$ cat src/rtl/uart_cmd_engine.sv
// Host command engine: parses UART command frames into core config, overlay, text and ROM streams.
// Optional `ROM_CHECKSUM_EN adds a trailing mod-256 checksum byte to CMD7 plus a reply and error pulse.
module uart_cmd_engine #(
    parameter int unsigned CORE_ID   = 1,
    parameter int unsigned CFG_BYTES = 4,
    parameter int unsigned LEN_BYTES = 3,
    parameter int unsigned COLS      = 32,
    parameter int unsigned ROWS      = 28,
    parameter int unsigned TIMEOUT   = 65535
) (
    input  logic                   clk,
    input  logic                   resetn,
    input  logic [7:0]             rx_data,
    input  logic                   rx_valid,
    output logic [7:0]             tx_data,
    output logic                   tx_valid,
    input  logic                   tx_ready,
    output logic [8*CFG_BYTES-1:0] core_config,
    output logic                   overlay,
    output logic [7:0]             cursor_x,
    output logic [7:0]             cursor_y,
    output logic [7:0]             x_wr,
    output logic [7:0]             y_wr,
    output logic [7:0]             char_wr,
    output logic                   we,
    output logic [7:0]             rom_loading,
    output logic [7:0]             rom_do,
    output logic                   rom_do_valid,
    output logic [8*LEN_BYTES-1:0] rom_remain,
`ifdef ROM_CHECKSUM_EN
    output logic                   rom_csum_err,
`endif
    output logic                   busy
);
    localparam int unsigned CW = 8 * CFG_BYTES;
    localparam int unsigned LW = 8 * LEN_BYTES;
    localparam logic [3:0]  CfgLast   = 4'(CFG_BYTES - 1);
    localparam logic [3:0]  LenLast   = 4'(LEN_BYTES - 1);
    localparam logic [3:0]  RespLen   = 4'(CFG_BYTES + 3);
    localparam logic [7:0]  XMax      = 8'(COLS - 1);
    localparam logic [7:0]  YMax      = 8'(ROWS - 1);
    localparam logic [7:0]  CoreIdB   = 8'(CORE_ID);
    localparam logic [7:0]  CfgBytesB = 8'(CFG_BYTES);
    localparam logic [31:0] TmoLast   = 32'(TIMEOUT - 1);

    typedef enum logic [2:0] {
        StIdle, StArg, StStr, StRomLen, StRomData, StRomCsum, StResp
    } state_e;

    state_e          r_state;
    logic [7:0]      r_cmd;
    logic [3:0]      r_cnt;
    logic [3:0]      r_resp_len;
    logic [CW-1:0]   r_cfg_acc;
    logic [LW-1:0]   r_len_acc;
    logic [7:0]      r_arg_x;
    logic [31:0]     r_tmo;
`ifdef ROM_CHECKSUM_EN
    logic [7:0]      r_csum;
`endif

    logic [CW+7:0]   w_cfg_cat;
    logic [LW+7:0]   w_len_cat;
    logic [CW-1:0]   w_cfg_next;
    logic [LW-1:0]   w_len_next;
    logic [7:0]      w_clamp_x;
    logic [7:0]      w_clamp_y;
    logic            w_timed;
    logic            w_expire;
    logic [7:0]      w_resp_byte;

    // Multi-byte args arrive LSB first: shift each new byte in at the top.
    assign w_cfg_cat  = {rx_data, r_cfg_acc};
    assign w_len_cat  = {rx_data, r_len_acc};
    assign w_cfg_next = w_cfg_cat[CW+7:8];
    assign w_len_next = w_len_cat[LW+7:8];
    assign w_clamp_x  = ({24'd0, rx_data} >= COLS) ? XMax : rx_data;
    assign w_clamp_y  = ({24'd0, rx_data} >= ROWS) ? YMax : rx_data;
    assign w_timed    = (r_state != StIdle) && (r_state != StResp);
    assign w_expire   = w_timed && !rx_valid && (TIMEOUT != 0) && (r_tmo == TmoLast);
    assign busy       = (r_state != StIdle);

    // CMD1 reply byte for index r_cnt; index 0 (CORE_ID) is loaded when the command is decoded.
    always_comb begin
        w_resp_byte = 8'h00;
        if (r_cnt == 4'd1) w_resp_byte = CfgBytesB;
        for (int i = 0; i < int'(CFG_BYTES); i++) begin
            if (r_cnt == 4'(i + 2)) w_resp_byte = core_config[8*i +: 8];
        end
    end

    always_ff @(posedge clk) begin
        if (!resetn) begin
            r_state      <= StIdle;
            r_cmd        <= '0;
            r_cnt        <= '0;
            r_resp_len   <= '0;
            r_cfg_acc    <= '0;
            r_len_acc    <= '0;
            r_arg_x      <= '0;
            r_tmo        <= '0;
            tx_data      <= '0;
            tx_valid     <= 1'b0;
            core_config  <= '0;
            overlay      <= 1'b0;
            cursor_x     <= '0;
            cursor_y     <= '0;
            x_wr         <= '0;
            y_wr         <= '0;
            char_wr      <= '0;
            we           <= 1'b0;
            rom_loading  <= '0;
            rom_do       <= '0;
            rom_do_valid <= 1'b0;
            rom_remain   <= '0;
`ifdef ROM_CHECKSUM_EN
            r_csum       <= '0;
            rom_csum_err <= 1'b0;
`endif
        end else begin
            we           <= 1'b0;
            rom_do_valid <= 1'b0;
`ifdef ROM_CHECKSUM_EN
            rom_csum_err <= 1'b0;
`endif
            if (w_timed) r_tmo <= rx_valid ? '0 : r_tmo + 32'd1;

            if (w_expire) begin
                r_state    <= StIdle;
                rom_remain <= '0;
            end else begin
                case (r_state)
                    StIdle: if (rx_valid) begin
                        r_cmd <= rx_data;
                        r_cnt <= '0;
                        r_tmo <= '0;
`ifdef ROM_CHECKSUM_EN
                        r_csum <= '0;
`endif
                        case (rx_data)
                            8'd1: begin
                                tx_data    <= CoreIdB;
                                tx_valid   <= 1'b1;
                                r_cnt      <= 4'd1;
                                r_resp_len <= RespLen;
                                r_state    <= StResp;
                            end
                            8'd2, 8'd3, 8'd4, 8'd6: r_state <= StArg;
                            8'd5:    r_state <= StStr;
                            8'd7:    r_state <= StRomLen;
                            default: ;
                        endcase
                    end
                    StArg: if (rx_valid) begin
                        r_cnt <= r_cnt + 4'd1;
                        case (r_cmd)
                            8'd2: begin
                                r_cfg_acc <= w_cfg_next;
                                if (r_cnt == CfgLast) begin
                                    core_config <= w_cfg_next;
                                    r_state     <= StIdle;
                                end
                            end
                            8'd3: begin
                                overlay <= rx_data[0];
                                r_state <= StIdle;
                            end
                            8'd4: begin
                                if (r_cnt == 4'd0) begin
                                    r_arg_x <= w_clamp_x;
                                end else begin
                                    cursor_x <= r_arg_x;
                                    cursor_y <= w_clamp_y;
                                    r_state  <= StIdle;
                                end
                            end
                            8'd6: begin
                                rom_loading <= rx_data;
                                r_state     <= StIdle;
                            end
                            default: r_state <= StIdle;
                        endcase
                    end
                    StStr: if (rx_valid) begin
                        if (rx_data == 8'd0) begin
                            r_state <= StIdle;
                        end else begin
                            we      <= 1'b1;
                            x_wr    <= cursor_x;
                            y_wr    <= cursor_y;
                            char_wr <= rx_data;
                            if (cursor_x == XMax) begin
                                cursor_x <= '0;
                                cursor_y <= (cursor_y == YMax) ? 8'd0 : cursor_y + 8'd1;
                            end else begin
                                cursor_x <= cursor_x + 8'd1;
                            end
                        end
                    end
                    StRomLen: if (rx_valid) begin
                        r_len_acc <= w_len_next;
                        r_cnt     <= r_cnt + 4'd1;
                        if (r_cnt == LenLast) begin
                            if (w_len_next == '0) begin
`ifdef ROM_CHECKSUM_EN
                                r_state <= StRomCsum;
`else
                                r_state <= StIdle;
`endif
                            end else begin
                                rom_remain <= w_len_next;
                                r_state    <= StRomData;
                            end
                        end
                    end
                    StRomData: if (rx_valid) begin
                        rom_do       <= rx_data;
                        rom_do_valid <= 1'b1;
                        rom_remain   <= rom_remain - LW'(1);
`ifdef ROM_CHECKSUM_EN
                        r_csum <= r_csum + rx_data;
                        if (rom_remain == LW'(1)) r_state <= StRomCsum;
`else
                        if (rom_remain == LW'(1)) r_state <= StIdle;
`endif
                    end
`ifdef ROM_CHECKSUM_EN
                    StRomCsum: if (rx_valid) begin
                        tx_data      <= (rx_data == r_csum) ? 8'h00 : 8'hFF;
                        tx_valid     <= 1'b1;
                        rom_csum_err <= (rx_data != r_csum);
                        r_cnt        <= 4'd1;
                        r_resp_len   <= 4'd1;
                        r_state      <= StResp;
                    end
`endif
                    StResp: if (tx_valid && tx_ready) begin
                        if (r_cnt == r_resp_len) begin
                            tx_valid <= 1'b0;
                            r_state  <= StIdle;
                        end else begin
                            tx_data <= w_resp_byte;
                            r_cnt   <= r_cnt + 4'd1;
                        end
                    end
                    default: r_state <= StIdle;
                endcase
            end
        end
    end
endmodule

$ cat config.mk
export PLATFORM = sky130hd
export DESIGN_NAME = uart_cmd_engine
export DESIGN_NICKNAME = d
export VERILOG_FILES = /design/src/rtl/uart_cmd_engine.sv
export SDC_FILE = /design/constraint.sdc
export NUM_CORES = 1
export LEC_CHECK = 0
export CORE_UTILIZATION = 50
export DETAILED_ROUTE_END_ITERATION = 12
export PLACE_DENSITY = 0.77
export SETUP_SLACK_MARGIN = 0.02
export SYNTH_ARGS = -nofsm -noshare
export SYNTH_HDL_FRONTEND = slang
export SYNTH_SLANG_ARGS = --single-unit
$ cat constraint.sdc
create_clock -name clk -period 2.41 [get_ports clk]
set_input_delay 0.241 -clock clk [delete_from_list [all_inputs] [get_ports clk]]
set_output_delay 0.241 -clock clk [all_outputs]
set_load 0.005 [all_outputs]
==> run metrics <==
max-slew violations 0; RD Place Congestion 0.922; TritonCTS clock tree done; TritonCTS buffer count 24; vias in the first global route 9688; clock skew 0.00789 ns; Worst-Margin Slew 0.602 ns; crit path max fanout 3; Max Root-Sink Buffers 3; crit path DAT 2.80 ns; Worst Hold Margin 0.452 ns; Root Driver clkbuf_16; routed vias/inst 5.87; Setup crit start rom_remain[5]$_SDFFE_PP0P_; Hold Fails Final Rpt 0; commonest non-fill, non-tap cell in the layout nand2_1; Sink Count 220; die area between 20000 and 25000 um2; min-delay worst type flop to flop; largest net degree at the start of global routing 49; layout cells sized above 1 0.120; Syn Area/Cell 7.74 um2; die width 145 um; asr flop ratio synth 0; FP Rows 51; Critical Path Sink Type flop; Worst Setup EP rom_remain[22]$_SDFFE_PP0P_; Skew-Pair Late Insertion Delay 0.52 ns; max_slew headroom 0.596; global-route wire length before repair 47700 um; outcome completed; r2r startpoint rom_remain[5]$_SDFFE_PP0P_; DRC Markers 0; maximum VDD drop 510 uV; core area 19700 um2; die height 145 um; initial antenna violation count 0; Pleak between 4 and 5 nW; RSZ-0062 raised after global routing true; final WL 29600 um; Iteration-0 DRC Markers 791; Max-Cap Viols 0; cell count after synthesis around 1300; Filler cells 1602; via count roughly 10000; Tmin final 2.35 ns; nets@finish 1508; htree depth 1; 1st-pass router iterations 8; most frequent cells in the layout 302 x nand2_1, 217 x dfxtp_1, 179 x a21oi_1; Post-Syn Area just over 10000 um2; starting density of the core 0.516; r2r endpoint rom_remain[22]$_SDFFE_PP0P_; Post-synth EDFFs 0; Synth Net Count 1336; Ys Warns 0; I/O Pins approximately 140; register area share after synthesis 0.433; CP Data Required Time 2.86 ns; post-DR wirelength/cell 16.7 um; worst hold start tx_data[5]$_SDFFE_PN0P_; Design Power 7.67 mW; Reg2Reg Setup Slack 0.06 ns; # setup viols final 0; pwr dens about 580 nW/um2; R2R depth 5; Setup crit start kind flop; WS Path Type flop to flop; IO buf count 136; placed cell area around 12000 um2; Yosys cell types 71; detailed placement HPWL 20300 um; area added between synthesis and finish 30.1%; gr usage total 0.284; # diodes 0; #FFs+latches synth between 200 and 250; maximum clock rate 425 MHz; Clock Pin Slew Worst Setup and Hold Paths 0.06 ns; post-route cell area 13200 um2; grt ovf 0; antenna-violating nets left 0; ys flop type dfxtp_1; final critical-path share of the clock period 0.976
==> power by group <==
group / switching [mW] / total (mW) / internal, mW
logic: 0.202 / 0.314 / 0.112
registers: 0.00975 / 3.65 / 3.64
clock network: 1.48 / 3.71 / 2.23
total: 1.69 / 7.67 / 5.98
==> how the worst min path moves through the flow <==
stage,to,cells past startpoint
3_3_place_gp,core_config[0]$_SDFFE_PN0P_,2
6_report,tx_data[5]$_SDFFE_PN0P_,2
3_5_place_dp,r_cfg_acc[12]$_SDFFE_PN0P_,2
5_1_grt,core_config[6]$_SDFFE_PN0P_,2
4_1_cts,tx_data[5]$_SDFFE_PN0P_,2
2_1_floorplan,core_config[0]$_SDFFE_PN0P_,2
==> cell families after synthesis <==
kind of cell / count (synthesis) / share of synthesized area
compound gates: 348 / 0.207
xor+xnor: 21 / 0.0181
fa+ha+maj: 10 / 0.0123
buf+inv: 112 / 0.0432
flops: 220 / 0.433
mux: 16 / 0.0159
simple gates: 587 / 0.270
==> flip-flops by register name, summed over array words and instances, names as in the netlist, 16 cells and up <==
| register | cells |
|---|---|
| r_tmo | 32 |
| r_len_acc | 16 |
| rom_remain | 24 |
| core_config | 32 |
| r_cfg_acc | 24 |
==> per-layer routing <==
metal  track usage  share of wire
met1         0.374           0.43
met2         0.465           0.46
met3        0.0467          0.074
met4         0.106          0.029
met5             0              0
==> cell usage after synthesis (4+ instances only) <==
cell type	n	area [um2]
o31ai_1	14	105
a222oi_1	6	60.1
nor4b_1	4	35.0
nand3_1	35	175
and3_1	14	87.6
nor2b_1	7	43.8
nor3_1	41	205
a31oi_1	15	93.8
and2_1	7	43.8
o211ai_1	16	120
o22ai_1	4	25.0
a21oi_1	179	896
nor2_1	75	282
a211oi_1	6	45.0
a31o_2	4	35.0
or3b_2	6	52.6
or3_1	13	81.3
clkbuf_1	85	319
nor3b_1	9	67.6
o21a_1	7	52.6
a211o_1	8	70.1
xnor2_1	14	123
nor4_1	22	138
ha_1	10	125
mux2i_1	15	150
nand4_1	10	62.6
or2_2	5	31.3
inv_1	19	71.3
or4_1	11	82.6
a21o_1	7	52.6
dfxtp_1	220	4400
nand2_1	302	1130
nand2b_1	5	31.3
or4b_2	4	40.0
and4_1	4	35.0
xor2_1	7	61.3
o21ai_0	47	235
==> area by class of cell <==
type                       count  area, um2  share of cell area
multi-input combinational    982       5400               0.408
clock buffer                  33        694              0.0525
timing repair buffer         238       2200               0.166
clock inverter                 9        110             0.00832
inverter                      20       77.6             0.00586
sequential                   220       4410               0.334
tap                          265        332              0.0251
==> stage by stage <==
step | instances | setup WS [ns] | utilization | TNS (ns)
after global placement | 1724 | -0.213 | 0.627 | -5.62
final | 1767 | 0.0573 | 0.671 | 0
after floorplan | 1314 | 0.0353 | - | 0
after CTS | 1766 | 0.0254 | 0.668 | 0
after global routing | 1767 | 0.00165 | 0.671 | 0
after detailed placement | 1724 | -0.261 | 0.627 | -7.56
==> repair_timing <==
| item | 4_1_cts | 5_1_grt |
|---|---|---|
| hold buffers | 0 | 0 |
| pin swaps | 0 | 4 |
| setup endpoints to repair | 1 | 23 |
| gates resized for setup | 2 | 11 |
| cloned | 0 | 0 |
| setup buffers | 0 | 1 |
==> worst max-delay path: stages (launching register included) <==
cell     delay, ns
dfxtp_4       0.34
or4_4         0.54
or4_4         0.44
or3_4         0.35
or4_4         0.44
a31oi_4       0.18
(Power assumes the default switching activity.)
